File: src/rtl/scan_sel_gen.sv
// scan_sel_gen: sequential select-code generator feeding a 3-to-8 decoder.
//
// Steps a 3-bit code through 0..7 (ascending) or 7..0 (descending) and holds
// each code for DWELL clocks. It supports single-pass and continuous scans,
// and a scan can be aborted. All outputs are registered.
//
// Parameters:
//   DWELL      clock cycles each code is held (1..65535)
//
// Ports:
//   clk        system clock, rising edge
//   rst_n      asynchronous active-low reset
//   start      level-sampled start request, acted on only in IDLE
//   stop       abort request (SCAN -> IDLE; blocks start in IDLE)
//   dir        0 = ascending, 1 = descending; latched at start
//   cont       0 = single pass, 1 = wrap continuously; latched at start
//   skip_mask  (SCAN_SKIP_EN only) bit i = 1 suppresses code i; latched at start
//   sel_a      code bit 2 (MSB) -> decoder a
//   sel_b      code bit 1       -> decoder b
//   sel_c      code bit 0 (LSB) -> decoder c
//   sel_valid  high while the current code is being presented
//   busy       high in SCAN and DONE
//   done       one-cycle pulse at the end of a completed single pass
//
// Optional feature macro: SCAN_SKIP_EN. When it is undefined, the skip_mask
// port does not exist and the block behaves as if skip_mask were 8'h00.

module scan_sel_gen #(
  parameter int unsigned DWELL = 4
) (
  input  logic       clk,
  input  logic       rst_n,
  input  logic       start,
  input  logic       stop,
  input  logic       dir,
  input  logic       cont,
`ifdef SCAN_SKIP_EN
  input  logic [7:0] skip_mask,
`endif
  output logic       sel_a,
  output logic       sel_b,
  output logic       sel_c,
  output logic       sel_valid,
  output logic       busy,
  output logic       done
);

  // The counter is at least 1 bit wide, so DWELL=1 still has a legal counter.
  localparam int unsigned CW = (DWELL > 1) ? $clog2(DWELL) : 1;
  localparam logic [CW-1:0] CntMax = CW'(DWELL - 1);

  typedef enum logic [1:0] {StIdle, StScan, StDone} state_e;

  state_e        state_q;
  logic [2:0]    code_q;
  logic [CW-1:0] cnt_q;
  logic          dir_q;
  logic          cont_q;
  logic          valid_q;
  logic          busy_q;
  logic          done_q;

  logic [7:0]    mask_in;
  logic [7:0]    mask_q;

`ifdef SCAN_SKIP_EN
  assign mask_in = skip_mask;

  always_ff @(posedge clk or negedge rst_n) begin
    if (!rst_n) begin
      mask_q <= 8'h00;
    end else if (state_q == StIdle && start && !stop) begin
      mask_q <= skip_mask;
    end
  end
`else
  assign mask_in = 8'h00;
  assign mask_q  = 8'h00;
`endif

  // Returns the next unmasked code after c in direction d. The search wraps
  // around, so it returns c itself when c is the only unmasked code.
  function automatic logic [2:0] next_code(input logic [2:0] c, input logic [7:0] m,
                                           input logic d);
    logic [2:0] n;
    logic [2:0] r;
    logic       found;
    n     = c;
    r     = c;
    found = 1'b0;
    for (int i = 0; i < 8; i++) begin
      n = d ? n - 3'd1 : n + 3'd1;
      if (!found && !m[n]) begin
        r     = n;
        found = 1'b1;
      end
    end
    return r;
  endfunction

  logic       all_masked;
  logic [2:0] first_code;
  logic [2:0] last_code;
  logic [2:0] adv_code;

  always_comb begin
    all_masked = &mask_in;
    // Start the search just before the first code of the scan direction.
    first_code = next_code(dir ? 3'd0 : 3'd7, mask_in, dir);
    // The last code is the first unmasked code found by searching backwards
    // from the end of the scan range.
    last_code  = next_code(dir_q ? 3'd7 : 3'd0, mask_q, ~dir_q);
    adv_code   = next_code(code_q, mask_q, dir_q);
  end

  always_ff @(posedge clk or negedge rst_n) begin
    if (!rst_n) begin
      state_q <= StIdle;
      code_q  <= 3'd0;
      cnt_q   <= '0;
      dir_q   <= 1'b0;
      cont_q  <= 1'b0;
      valid_q <= 1'b0;
      busy_q  <= 1'b0;
      done_q  <= 1'b0;
    end else begin
      unique case (state_q)
        StIdle: begin
          if (start && !stop) begin
            dir_q  <= dir;
            cont_q <= cont;
            cnt_q  <= '0;
            busy_q <= 1'b1;
            if (all_masked) begin
              // No code is presentable: the pass completes immediately.
              state_q <= StDone;
              done_q  <= 1'b1;
            end else begin
              state_q <= StScan;
              code_q  <= first_code;
              valid_q <= 1'b1;
            end
          end
        end
        StScan: begin
          if (stop) begin
            state_q <= StIdle;
            code_q  <= 3'd0;
            cnt_q   <= '0;
            valid_q <= 1'b0;
            busy_q  <= 1'b0;
          end else if (cnt_q == CntMax) begin
            cnt_q <= '0;
            if (code_q == last_code && !cont_q) begin
              // sel_* keep the last code during DONE.
              state_q <= StDone;
              valid_q <= 1'b0;
              done_q  <= 1'b1;
            end else begin
              // In continuous mode the last code wraps to the first code.
              code_q <= adv_code;
            end
          end else begin
            cnt_q <= cnt_q + 1'b1;
          end
        end
        StDone: begin
          state_q <= StIdle;
          code_q  <= 3'd0;
          done_q  <= 1'b0;
          busy_q  <= 1'b0;
        end
        default: begin
          state_q <= StIdle;
        end
      endcase
    end
  end

  assign sel_a     = code_q[2];
  assign sel_b     = code_q[1];
  assign sel_c     = code_q[0];
  assign sel_valid = valid_q;
  assign busy      = busy_q;
  assign done      = done_q;

endmodule

File: config.mk
export PLATFORM = sky130hd
export DESIGN_NAME = scan_sel_gen
export DESIGN_NICKNAME = d
export VERILOG_FILES = /design/src/rtl/scan_sel_gen.sv
export SDC_FILE = /design/constraint.sdc
export NUM_CORES = 1
export LEC_CHECK = 0
export CAP_MARGIN = 20
export CORE_MARGIN = 4
export CORE_UTILIZATION = 55
export CTS_CLUSTER_DIAMETER = 30
export DETAILED_ROUTE_END_ITERATION = 10
export HOLD_SLACK_MARGIN = 0.06
export PLACE_DENSITY = 0.84
export SETUP_SLACK_MARGIN = 0.2
export SLEW_MARGIN = 10
export SYNTH_ARGS = -nofsm -noshare
export SYNTH_HDL_FRONTEND = slang
export SYNTH_SLANG_ARGS = --single-unit
File: constraint.sdc
create_clock -name clk -period 3.45 [get_ports clk]
set_input_delay 0.69 -clock clk [delete_from_list [all_inputs] [get_ports clk]]
set_output_delay 0.69 -clock clk [all_outputs]
set_load 0.05 [all_outputs]
==> qor.csv <==
metric;value;unit
Mapped Nets;85;
first-pass GRT wire length;2550;um
largest net degree at the start of global routing;13;
WL/cell;14.1;um
CTS Root Cell;clkbuf_4;
post-synth top area cell;dfrtp_1;
LEAKAGE;0.397;nW
CTS Buffer Depth;2;
Synth Cell Area;752;sq um
WP buf/inv;1;
Post-synth top cells;dfrtp_1, ha_1, inv_1;
Adder-Cell Fraction of Synth Area;0.126;
count of final setup violators;0;
Synth Area in Simple Gates;0.168;
fin crit share;0.656;
CTS Buf Count;3;
DIE HEIGHT;45.0;um
slowest CP cell;clkdlybuf4s50_1;
Max stage delay on crit path;840;ps
cell count after synthesis;72;
CP Depth;1;
Initial Util;0.578;
top_reg_cell synth;dfrtp_1;
max-slew violation count;0;
maximum vdd drop;488;uV
Synth Area in XOR/XNOR;0.0233;
Yosys reg bits;12;
non-filler cells, final;100;
Hold Crit Depth;1;
Remaining DRCs;0;
crit path time final;2260;ps
Post-DRT Antenna Nets;0;
routed wire length;1410;um
DP Worst Slack;1110;ps
grt total ovfl;0;
DIE AREA;2020;sq um
Setup WS post-layout;1190;ps
cts hold-fix bufs;0;
main combinational cell family by area after synthesis;compound AO/OA/AOI/OAI gates;
DR vias/cell;6.02;
iteration-0 DRC count of the detailed router;8;
DP Area;877;sq um
RSZ-0062 raised after global routing;no;
Yosys Warn Count;0;
post-layout util;0.691;
gr usage total;0.175;
Final Power;784;uW
CTS tree;done;
CTS resizes;0;
post-synth top area share;0.399;
Skew-Pair Late Insertion Delay;270;ps
dominant cell by count in the synthesized netlist;dfrtp_1;
ys async rst share;1.00;
Setup TNS Final;0;ps
critical-path cell list;clkdlybuf4s50_1;
post-DP HPWL;1110;um
Final Hold Viols;0;
Core Area;1300;sq um
Hold Crit Class;register to register;
diode count;0;
vias in the first global route;601;
IO Pins;12;
Yosys cell types;31;
worst endpoint required time;2760;ps
Post-CTS Setup Bufs;0;
Synth area leaders;dfrtp_1, ha_1, nor2b_1, inv_1, mux2_2;
Setup crit start kind;register;
Row Count;13;
Final #Nets;100;
clock skew;9.35;ps
proportion of layout cells with a drive suffix above 1;0.0941;
outcome;finished, final reports clean;
pwr dens;872;nW/um^2
Slew HR;0.630;
Post-Place Cells;97;
Post-Layout Inst Area;900;sq um
fmax;442;MHz
clock sinks;12;
Hold WS;508;ps
post-synthesis sequential area ratio;0.399;
critical path class;register to output pin;
Critical Path Sink Type;output pin;
routability cong.;0.884;
clock transition at the registers of the reported paths;70;ps
initial antenna violation count;0;
via count;602;
CP arrival;1570;ps
PortBufs;11;
delay-heaviest family, CP;buffers and inverters;
mux cell area share after synthesis;0.0566;
deepest level of the CTS H-tree;1;
Area Overhead vs Synth;19.6;%
worst-margin pin slew;554;ps
Post-synth EDFFs;0;
MaxCap Viol Count;0;
drt first pass iters;4;
syn_area_per_cell;10.4;sq um
die extent in x;45.0;um
post-synthesis compound-gate area fraction;0.191;
crit path max fanout;6;
FF-to-FF path depth;6;
[layout by cell type (no fill, tap or decap)]
cell type         n
a211o_1           2
a211oi_1          1
a21o_1            1
a21o_2            1
a21oi_1           4
a221oi_1          1
a31o_2            1
a31oi_1           3
a32o_1            2
and3_1            1
and3_2            1
clkbuf_4          3
clkdlybuf4s50_1  11
dfrtp_1          12
fa_1              1
ha_1              6
inv_1             6
mux2_2            2
mux2i_1           2
nand2_1           3
nand2b_1          3
nand3_1           1
nand3b_1          2
nand4bb_1         1
nor2_1            2
nor2b_1           4
o211ai_1          1
o21ai_0           2
o2bb2ai_1         1
or3b_1            1
or4b_1            1
xnor2_1           2
[layout make-up]
cell class                 instances  area (sq um)
sequential                        12           300
tap                               15          18.8
inverter                           6          22.5
clock buffer                       3          22.5
multi-input combinational         53           425
timing repair buffer              11           110
fill                             112           402
[cell families after synthesis]
logic type,after synthesis
simple gates,20
fa+ha+maj,7
buf+inv,7
flops,12
compound gates,20
mux,4
xor+xnor,2
[flip-flops by register name, indices dropped and copies added (netlist names)]
register and count:
busy 1, cnt_q 2, code_q 3, cont_q 1
dir_q 1, done 1, sel_valid 1, state_q 2
[metal layers]
metal / wire, um / track usage / up-vias
li1: - / - / 291
met1: 646 / 0.222 / 293
met2: 672 / 0.268 / 16
met4: 4 / 0.0526 / 0
met5: 0 / 0 / -
met3: 88 / 0.0757 / 2
[final timing paths]
path,slack (ps),from,to
max in group asynchronous,2300,rst_n,busy
setup / recovery,1190,code_q[0],sel_c
hold / removal,510,cnt_q[1],cnt_q[1]
setup reg to reg,1510,state_q[1],code_q[0]
hold reg to reg,510,cnt_q[1],cnt_q[1]
min in group asynchronous,780,rst_n,done
[where the power goes]
| part | internal, mW | switching, mW | leakage (nW) |
|---|---|---|---|
| logic | 0.190 | 0.252 | 0.240 |
| registers | 0.198 | 0.0651 | 0.143 |
| clock network | 0.0402 | 0.0396 | 0.0138 |
| total | 0.428 | 0.357 | 0.397 |
(Power assumes the default switching activity.)
